===== src/rtl/mem_arb_pkg.sv =====
// Shared types and defaults for the unified-memory port arbiter.
//   arb_state_e : arbiter FSM states (IDLE, DATA, INSTR, RESP)
//   grant_e     : grant encoding (GRANT_FETCH = 0, GRANT_DATA = 1)
//   DEF_*       : default address/data widths and memory read latency
package mem_arb_pkg;

    localparam int DEF_ADDR_W  = 32;
    localparam int DEF_DATA_W  = 32;
    localparam int DEF_MEM_LAT = 2;

    typedef enum logic [1:0] {
        IDLE  = 2'd0,
        DATA  = 2'd1,
        INSTR = 2'd2,
        RESP  = 2'd3
    } arb_state_e;

    typedef enum logic {
        GRANT_FETCH = 1'b0,
        GRANT_DATA  = 1'b1
    } grant_e;

endpackage


===== src/rtl/mem_lat_counter.sv =====
// Loadable down-counter with a zero flag; times the memory read latency.
//   clk, rst_n : clock, asynchronous active-low reset
//   load       : load load_val (has priority over dec)
//   dec        : decrement by one; ignored when already zero
//   zero       : counter value is 0
module mem_lat_counter #(
    parameter int CNT_W = 4
) (
    input  logic             clk,
    input  logic             rst_n,
    input  logic             load,
    input  logic [CNT_W-1:0] load_val,
    input  logic             dec,
    output logic             zero
);

    logic [CNT_W-1:0] cnt_q, cnt_d;

    always_comb begin
        cnt_d = cnt_q;
        if (load)
            cnt_d = load_val;
        else if (dec && (cnt_q != '0))
            cnt_d = cnt_q - 1'b1;
    end

    always_ff @(posedge clk or negedge rst_n) begin
        if (!rst_n) cnt_q <= '0;
        else        cnt_q <= cnt_d;
    end

    assign zero = (cnt_q == '0);

endmodule


===== src/rtl/mem_port_arbiter.sv =====
// Sequences a single-ported fixed-latency memory shared by instruction fetch
// (IF) and the MEM stage (lw/sw). One access at a time: grant in IDLE, hold
// address/data for MEM_LAT+1 cycles, capture read data, pulse ready in RESP.
//   if_*      : fetch port (req/addr in, rdata/ready out)
//   mem_*     : load/store port (read/write/addr/wdata in, rdata/ready out)
//   stall_*   : combinational per-stage stalls
//   ram_*     : memory side (en strobe one cycle per access, we, addr, wdata;
//               rdata valid MEM_LAT cycles after ram_en)
// Optional macro MEMARB_PERF_EN adds saturating 32-bit stall-cycle counters
// perf_mem_stall / perf_if_stall.
module mem_port_arbiter
    import mem_arb_pkg::*;
#(
    parameter int ADDR_W  = DEF_ADDR_W,
    parameter int DATA_W  = DEF_DATA_W,
    parameter int MEM_LAT = DEF_MEM_LAT,
    parameter int CNT_W   = 4
) (
    input  logic              clk,
    input  logic              rst_n,
    input  logic              if_req,
    input  logic [ADDR_W-1:0] if_addr,
    output logic [DATA_W-1:0] if_rdata,
    output logic              if_ready,
    input  logic              mem_read,
    input  logic              mem_write,
    input  logic [ADDR_W-1:0] mem_addr,
    input  logic [DATA_W-1:0] mem_wdata,
    output logic [DATA_W-1:0] mem_rdata,
    output logic              mem_ready,
    output logic              stall_if,
    output logic              stall_mem,
    output logic              ram_en,
    output logic              ram_we,
    output logic [ADDR_W-1:0] ram_addr,
    output logic [DATA_W-1:0] ram_wdata,
    input  logic [DATA_W-1:0] ram_rdata
`ifdef MEMARB_PERF_EN
    ,
    output logic [31:0]       perf_mem_stall,
    output logic [31:0]       perf_if_stall
`endif
);

    localparam logic [CNT_W-1:0] LAT_LOAD = CNT_W'(MEM_LAT);

    arb_state_e        state_q, state_d;
    grant_e            last_grant_q, last_grant_d;
    grant_e            gnt;
    logic [ADDR_W-1:0] addr_q, addr_d;
    logic [DATA_W-1:0] wdata_q, wdata_d;
    logic              we_q, we_d;
    logic              en_q, en_d;
    logic [DATA_W-1:0] mem_rdata_q, mem_rdata_d;
    logic [DATA_W-1:0] if_rdata_q, if_rdata_d;
    logic              cnt_load, cnt_dec, cnt_zero;
    logic              dreq;

    assign dreq = mem_read | mem_write;

    mem_lat_counter #(.CNT_W(CNT_W)) u_lat_cnt (
        .clk      (clk),
        .rst_n    (rst_n),
        .load     (cnt_load),
        .load_val (LAT_LOAD),
        .dec      (cnt_dec),
        .zero     (cnt_zero)
    );

    always_comb begin
        state_d      = state_q;
        last_grant_d = last_grant_q;
        addr_d       = addr_q;
        wdata_d      = wdata_q;
        we_d         = we_q;
        en_d         = 1'b0;          // strobe lives for exactly one cycle
        mem_rdata_d  = mem_rdata_q;
        if_rdata_d   = if_rdata_q;
        cnt_load     = 1'b0;
        cnt_dec      = 1'b0;
        gnt          = GRANT_FETCH;
        unique case (state_q)
            IDLE: begin
                if (dreq || if_req) begin
                    // On contention alternate, so neither port starves.
                    if (dreq && if_req) begin
                        if (last_grant_q == GRANT_DATA) gnt = GRANT_FETCH;
                        else                            gnt = GRANT_DATA;
                    end else if (dreq) begin
                        gnt = GRANT_DATA;
                    end
                    last_grant_d = gnt;
                    cnt_load     = 1'b1;
                    en_d         = 1'b1;
                    if (gnt == GRANT_DATA) begin
                        addr_d  = mem_addr;
                        wdata_d = mem_wdata;
                        we_d    = mem_write;   // read+write together is a write
                        state_d = DATA;
                    end else begin
                        addr_d  = if_addr;
                        we_d    = 1'b0;
                        state_d = INSTR;
                    end
                end
            end
            DATA, INSTR: begin
                if (cnt_zero) begin
                    state_d = RESP;
                    if (state_q == INSTR)  if_rdata_d  = ram_rdata;
                    else if (!we_q)        mem_rdata_d = ram_rdata;
                end else begin
                    cnt_dec = 1'b1;
                end
            end
            // Always return to IDLE so a requester can drop/advance on ready.
            RESP:    state_d = IDLE;
            default: state_d = IDLE;
        endcase
    end

    always_ff @(posedge clk or negedge rst_n) begin
        if (!rst_n) begin
            state_q      <= IDLE;
            last_grant_q <= GRANT_FETCH;
            addr_q       <= '0;
            wdata_q      <= '0;
            we_q         <= 1'b0;
            en_q         <= 1'b0;
            mem_rdata_q  <= '0;
            if_rdata_q   <= '0;
        end else begin
            state_q      <= state_d;
            last_grant_q <= last_grant_d;
            addr_q       <= addr_d;
            wdata_q      <= wdata_d;
            we_q         <= we_d;
            en_q         <= en_d;
            mem_rdata_q  <= mem_rdata_d;
            if_rdata_q   <= if_rdata_d;
        end
    end

    assign ram_en    = en_q;
    // we_q lingers after a store; only expose it while the data access runs.
    assign ram_we    = we_q & (state_q == DATA);
    assign ram_addr  = addr_q;
    assign ram_wdata = wdata_q;
    assign mem_rdata = mem_rdata_q;
    assign if_rdata  = if_rdata_q;
    assign mem_ready = (state_q == RESP) && (last_grant_q == GRANT_DATA);
    assign if_ready  = (state_q == RESP) && (last_grant_q == GRANT_FETCH);
    // Gated by rst_n so every output reads 0 while reset is asserted.
    assign stall_mem = rst_n & dreq & ~mem_ready;
    assign stall_if  = rst_n & if_req & ~if_ready;

`ifdef MEMARB_PERF_EN
    logic [31:0] perf_mem_q, perf_mem_d, perf_if_q, perf_if_d;

    always_comb begin
        perf_mem_d = perf_mem_q;
        perf_if_d  = perf_if_q;
        if (stall_mem && (perf_mem_q != 32'hFFFF_FFFF)) perf_mem_d = perf_mem_q + 32'd1;
        if (stall_if  && (perf_if_q  != 32'hFFFF_FFFF)) perf_if_d  = perf_if_q  + 32'd1;
    end

    always_ff @(posedge clk or negedge rst_n) begin
        if (!rst_n) begin
            perf_mem_q <= '0;
            perf_if_q  <= '0;
        end else begin
            perf_mem_q <= perf_mem_d;
            perf_if_q  <= perf_if_d;
        end
    end

    assign perf_mem_stall = perf_mem_q;
    assign perf_if_stall  = perf_if_q;
`endif

endmodule


===== config.mk =====
export PLATFORM = sky130hd
export DESIGN_NAME = mem_port_arbiter
export DESIGN_NICKNAME = d
export VERILOG_FILES = /design/src/rtl/mem_arb_pkg.sv /design/src/rtl/mem_lat_counter.sv /design/src/rtl/mem_port_arbiter.sv
export SDC_FILE = /design/constraint.sdc
export NUM_CORES = 1
export LEC_CHECK = 0
export ABC_AREA = 1
export ABC_CLOCK_PERIOD_IN_PS = 1700
export CAP_MARGIN = 0
export CORE_MARGIN = 1
export CORE_UTILIZATION = 38
export DETAILED_ROUTE_END_ITERATION = 10
export GPL_ROUTABILITY_DRIVEN = 0
export PLACE_DENSITY = 0.75
export SYNTH_ARGS = -nofsm -noshare
export SYNTH_HDL_FRONTEND = slang
export SYNTH_HIERARCHICAL = 1
export SYNTH_SLANG_ARGS = --single-unit
export TNS_END_PERCENT = 10

===== constraint.sdc =====
create_clock -name clk -period 1.7 [get_ports clk]
set_input_delay 0.34 -clock clk [delete_from_list [all_inputs] [get_ports clk]]
set_output_delay 0.34 -clock clk [all_outputs]
set_load 0.005 [all_outputs]

==> flow_metrics.py, run 1 <==
metrics = {
    "power_and_ir_drop": {
        "powerDensity_nw_per_um2": 1800,
        "max-vdd-ir-drop_mv": 1.03,
        "cellLeakagePower_nw": 5.00,
        "power_mw": 17.7,
    },
    "worst_setup_path": {
        "crit_required_ns": 1.36,
        "path_max_fanout": 3,
        "worstPathCellList": "buf_4 > ha_1 > nand2_1 > inv_1 > buf_2",
        "critPathSlowestCell": "dfrtp_1",
        "crit_buf_inv": 3,
        "cp.arrival_ns": 1.39,
        "cpPeakStageDelay_ns": 0.41,
        "end_kind": "output port",
        "cp-start-kind": "register",
        "crit_family": "flip-flops",
        "worstSetupPathType": "register to output port",
    },
    "synthesis": {
        "synth_area_um2": 6070,
        "yosys-top-cells-area": "dfrtp_1 (56%), nand2_1 (16%), nand3_1 (5.9%), o21ai_0 (5.4%), inv_1 (5.0%)",
        "avgSynthCellArea_um2": 8.46,
        "synth_top_area_share_pct": 56.4,
        "ys_ff_latch": 137,
        "synth.largest_area_cell": "dfrtp_1",
        "ys.warnings.count": 6,
        "ys_seq_area_share_pct": 56.4,
        "ys_types": 22,
        "syn-instance-count": 718,
    },
    "cells_and_area": {
        "fillers": 1325,
        "fin_nets": 1138,
        "diodes": 0,
        "drive_above_1_share_pct": 9.69,
        "multi_input_area_um2": 2190,
        "seq_area_um2": 3430,
        "area_growth_pct": 61.6,
    },
    "floorplan": {
        "core_um2": 15400,
        "dieArea_um2": 16500,
        "ios": 267,
        "fp.dieW_um": 128,
        "std_cell_rows": 45,
        "start_util_pct": 39.4,
        "die_h_um": 128,
    },
    "sta": {
        "fin_crit_ns": 1.73,
        "timing.hold.ws_ns": -0.00405,
        "setup_viol": 1,
        "fmax_ghz": 0.578,
        "rsz0062_at_grt": "yes",
        "worstMarginPinSlew_ns": 0.792,
        "finalWorstSetupSlack_ns": -0.0307,
        "finalClockSkew_ns": 0.00766,
        "drv_slew": 0,
        "timing.final.hold_violations": 7,
        "fin_crit_sh_pct": 102,
        "relSlewSlack_pct": 47.2,
    },
    "clocking": {
        "htreeDepth": 4,
        "cts_buffer_depth": 2,
        "cts_tree": "built",
        "cts-hold-fix-buffers": 0,
        "numClockSinks": 137,
        "cts.clk_slew.worst_paths_ns": 0.06,
        "insertion_delay_ns": 0.42,
        "cts_root_buffer": "clkbuf_16",
        "cts_buffers": 17,
    },
    "global_routing": {
        "met3_usage_pct": 10.6,
        "grtUsageMet1_pct": 25.6,
        "grtUsageMet2_pct": 37.1,
        "grt_pass1_wl_um": 28200,
        "grt.total_usage_pct": 22.5,
        "grt_pass1_vias": 5503,
        "gr-max-usage-layer": "met2",
        "grt_overflow": 0,
        "antenna_found_initial": 0,
        "grt_start_max_net_pins": 138,
    },
    "outcome": {
        "status": "finished, violations left",
        "violations": "hold timing, setup timing",
    },
    "placed_design": {
        "place_ws_ns": -0.287,
        "io_buffer_count": 266,
        "dpl.hpwl_um": 12600,
    },
    "routing": {
        "ant_nets": 0,
        "drt_iter0_drc": 299,
        "drc": 0,
        "vias_per_cell": 4.61,
        "drt_wl_total_um": 17800,
        "vias": 5633,
        "drtPass1Iterations": 7,
        "avgRoutedWirePerCell_um": 14.6,
    },
    "worst_hold_path": {
        "hp-class": "primary input to async pin",
    },
    "job": {
        "cap_violations": 0,
    },
}
[layout make-up]
cell class,count,share of cell area [%]
clock buffer,17,4.33
clock inverter,14,1.44
inverter,85,3.28
multi-input combinational,461,22.3
sequential,137,34.9
tap,211,2.69
timing repair buffer,297,31.0
[cells in the mapped netlist]
| master | number |
|---|---|
| a21boi_4 | 1 |
| buf_2 | 11 |
| buf_4 | 5 |
| buf_6 | 3 |
| clkbuf_1 | 18 |
| clkinv_1 | 1 |
| conb_1 | 2 |
| dfrtp_1 | 137 |
| ha_1 | 6 |
| inv_1 | 81 |
| inv_2 | 3 |
| nand2_1 | 263 |
| nand2_2 | 4 |
| nand2_4 | 1 |
| nand3_1 | 71 |
| nand3b_1 | 34 |
| nor2_1 | 4 |
| nor2_2 | 2 |
| nor3_1 | 2 |
| o21ai_0 | 66 |
| o21ai_4 | 1 |
| or2_2 | 2 |
[per-layer routing]
layer  wire length [µm]  vias up
met3               1780       19
met2               8500      192
met5                  0        -
met4                258        0
met1               7270     2621
li1                   -     2801
[state kept, by name, indices dropped and copies added, names as in the netlist]
name and cells:
if_rdata 32, last_grant_q 1, ram_addr 32, ram_en 1, state_q 2, u_lat_cnt/cnt_q 4, we_q 1, mem_rdata 32
ram_wdata 32
[kinds of logic after synthesis]
family / share of synthesized area (%)
adders and majority gates: 1.24
other: 0.124
and+or+nand+nor: 27.7
DFF: 56.4
buffers and inverters: 8.45
AOI/OAI and AO/OA: 6.02
[power breakdown]
| group | internal (mW) | switching, mW | total (mW) |
|---|---|---|---|
| clock network | 2.05 | 1.52 | 3.57 |
| logic | 4.54 | 3.72 | 8.26 |
| registers | 4.94 | 0.928 | 5.87 |
| total | 11.5 | 6.17 | 17.7 |
[worst paths after layout]
path / from / end / slack [ns] / cells past startpoint
max: state_q[0] / ram_we / -0.03 / 5
min: rst_n / if_rdata[25] / -0.004 / 2
max reg2reg: state_q[1] / u_lat_cnt/cnt_q[3] / 0.01 / 10
min reg2reg: ram_wdata[26] / ram_wdata[26] / 0.47 / 2
max in group asynchronous: rst_n / ram_addr[31] / 1.06 / 2
min in group clk: ram_wdata[26] / ram_wdata[26] / 0.47 / 2
[stage by stage]
step | hold WS [ns] | setup TNS [ns] | cells | cell area, µm² | util [%]
after floorplan | 0.0444 | 0 | 720 | 6080 | -
after global placement | 0.453 | -4.95 | 1191 | 9170 | 59.4
after detailed placement | 0.458 | -5.99 | 1191 | 9170 | 59.4
after CTS | 0.0926 | -0.195 | 1222 | 9720 | 63.0
after global routing | 0.121 | -0.787 | 1222 | 9810 | 63.6
final | -0.00405 | -0.0307 | 1222 | 9810 | 63.6
[what timing repair did]
action	in CTS	in global routing
endpoints found under the setup margin	8	112
hold endpoints to repair	0	0
resized for setup	26	34
gates cloned	0	0
pin swaps	2	1
buffers inserted	0	0
[cell usage in the layout, fill, tap and decap left out, drive strengths merged, types with 4 or more instances in the layout]
cell,Yosys,layout
dfrtp,137,137
buf,19,36
nand2,268,268
conb,2,4
o21ai,67,67
ha,6,6
nand3,71,71
nor2,6,6
clkdlybuf4s50,0,241
nand3b,34,34
inv,84,91
clkinv,1,4
dlymetal6s2s,0,16
clkbuf,18,18
[worst register-to-register path: cells and delay by family (launching register included)]
kind / cells / cell delay (ns)
adders and majority gates: 1 / 0.32
buffers and inverters: 5 / 0.38
DFF: 1 / 0.40
and+or+nand+nor: 4 / 0.49
Power figures use the tool's default switching activity.
==> run 2, diff against run 1 <==
- SETUP_SLACK_MARGIN: unset -> 0.5
==> flow_metrics.py, run 2 (synthesized netlist as in run 1, its figures left out) <==
metrics = {
    "outcome": {
        "status": "finished, violations left",
        "violations": "hold timing, setup timing",
    },
    "cells_and_area": {
        "area_growth_pct": 62.1,
        "layout_common_cells": "nand2_1 (223), dfrtp_1 (137), clkdlybuf4s50_1 (131)",
        "fin_util_pct": 63.8,
        "layout_commonest_cell": "nand2_1",
        "diodes": 0,
        "fin_nets": 1146,
        "drive_above_1_share_pct": 32.4,
        "fin_cells": 1231,
    },
    "floorplan": {
        "core_um2": 15400,
        "ios": 267,
        "std_cell_rows": 45,
        "die_h_um": 128,
        "start_util_pct": 39.4,
        "dieArea_um2": 16500,
        "fp.dieW_um": 128,
    },
    "sta": {
        "setup_viol": 2,
        "fin_crit_sh_pct": 102,
        "finalClockSkew_ns": 0.00911,
        "timing.final.hold_violations": 21,
        "timing.hold.ws_ns": -0.0437,
        "relSlewSlack_pct": 45.0,
        "drv_slew": 0,
        "rsz0062_at_grt": "yes",
        "fmax_ghz": 0.575,
        "finalWorstSetupSlack_ns": -0.0387,
        "final.setup.tns_ns": -0.0588,
        "worstMarginPinSlew_ns": 0.825,
        "fin_crit_ns": 1.74,
    },
    "global_routing": {
        "grt_pass1_vias": 5830,
        "antenna_found_initial": 0,
        "grt_overflow": 0,
        "grt_start_max_net_pins": 138,
        "grt.total_usage_pct": 21.8,
        "grt_pass1_wl_um": 28100,
    },
    "power_and_ir_drop": {
        "cellLeakagePower_nw": 5.10,
        "powerDensity_nw_per_um2": 1810,
        "max-vdd-ir-drop_mv": 0.978,
    },
    "worst_hold_path": {
        "hp-class": "primary input to async pin",
    },
    "worst_setup_path": {
        "end_kind": "output port",
        "r2r-end": "u_lat_cnt/cnt_q[3]",
        "path_max_fanout": 3,
        "r2r_start": "state_q[1]",
        "cp-start-kind": "register",
        "crit_required_ns": 1.36,
        "cp.arrival_ns": 1.40,
        "worstSetupPathType": "register to output port",
        "reg2regPathDepth": 12,
        "timing.reg2reg.setup_slack_ns": 0.01,
    },
    "clocking": {
        "cts_buffer_depth": 2,
        "numClockSinks": 137,
        "cts_root_buffer": "clkbuf_16",
        "cts_tree": "built",
        "insertion_delay_ns": 0.41,
        "htreeDepth": 4,
        "cts.clk_slew.worst_paths_ns": 0.06,
        "cts-hold-fix-buffers": 0,
        "cts_buffers": 17,
    },
    "routing": {
        "drc": 0,
        "drt_wl_total_um": 18000,
        "drtPass1Iterations": 4,
        "vias": 5831,
        "vias_per_cell": 4.74,
        "ant_nets": 0,
        "drt_iter0_drc": 282,
        "avgRoutedWirePerCell_um": 14.6,
    },
    "placed_design": {
        "dpl.hpwl_um": 11500,
        "placedCellCount": 1187,
        "io_buffer_count": 266,
        "place_ws_ns": -0.320,
    },
    "job": {
        "cap_violations": 0,
    },
}
## run 2: cell count changes in the layout (fill, tap and decap cells not counted), sizes merged
cell | before | now
buf | 36 | 172
clkbuf | 18 | 19
clkdlybuf4s50 | 241 | 131
clkinv | 4 | 5
clkinvlp | 3 | 1
dlygate4sd2 | 3 | 0
dlymetal6s2s | 16 | 0
inv | 91 | 93
## run 2: critical path, stage by stage (launching register included)
cell	delay, ns
dfrtp_1	0.39
buf_4	0.14
buf_6	0.12
ha_4	0.14
nand2_1	0.05
inv_1	0.04
buf_6	0.11
## run 2: what timing repair did
action | CTS | global route
pin swaps | 81 | 81
setup buffers | 8 | 1
endpoints found under the setup margin | 271 | 271
resized for setup | 685 | 41
cloned | 0 | 3
hold endpoints to repair | 0 | 0
## run 2: area by class of cell
type	count	area [µm²]
multi-input combinational	461	2670
fill	1332	5590
clock buffer	17	425
timing repair buffer	305	2560
tap	211	264
inverter	85	337
clock inverter	15	155
sequential	137	3430
## run 2: worst max-delay path by stage
stage	endpoint	from	cells after the start	slack (ns)
2_1_floorplan	u_lat_cnt/cnt_q[3]	state_q[1]	10	0.19
3_3_place_gp	stall_mem	mem_read	4	-0.32
3_5_place_dp	stall_mem	mem_write	4	-0.32
4_1_cts	ram_we	state_q[1]	7	-0.07
5_1_grt	stall_mem	state_q[0]	5	-0.12
6_report	ram_we	state_q[0]	6	-0.04
## run 2: routing by layer
metal / vias up / wire, µm / GRT usage [%]
li1: 2823 / - / -
met1: 2766 / 7240 / 25.8
met2: 200 / 8900 / 36.1
met3: 42 / 1380 / 8.19
met4: 0 / 500 / 8.03
met5: - / 0 / 0
## run 2: power by group
part	leakage (nW)	internal (mW)	switching, mW
combinational	3.15	3.91	4.31
clock	0.285	2.07	1.56
sequential	1.66	4.94	1.03
total	5.10	10.9	6.90
## run 2: per-stage QoR
| stage | hold slack [ns] | power (mW) | area [µm²] |
|---|---|---|---|
| 5_1_grt | 0.0891 | 19.1 | 9840 |
| 6_report | -0.0437 | 17.8 | 9840 |
| 2_1_floorplan | 0.0444 | 9.40 | 6140 |
| 3_3_place_gp | 0.452 | 13.9 | 9180 |
| 3_5_place_dp | 0.458 | 14.1 | 9180 |
| 4_1_cts | 0.0742 | 17.3 | 9610 |
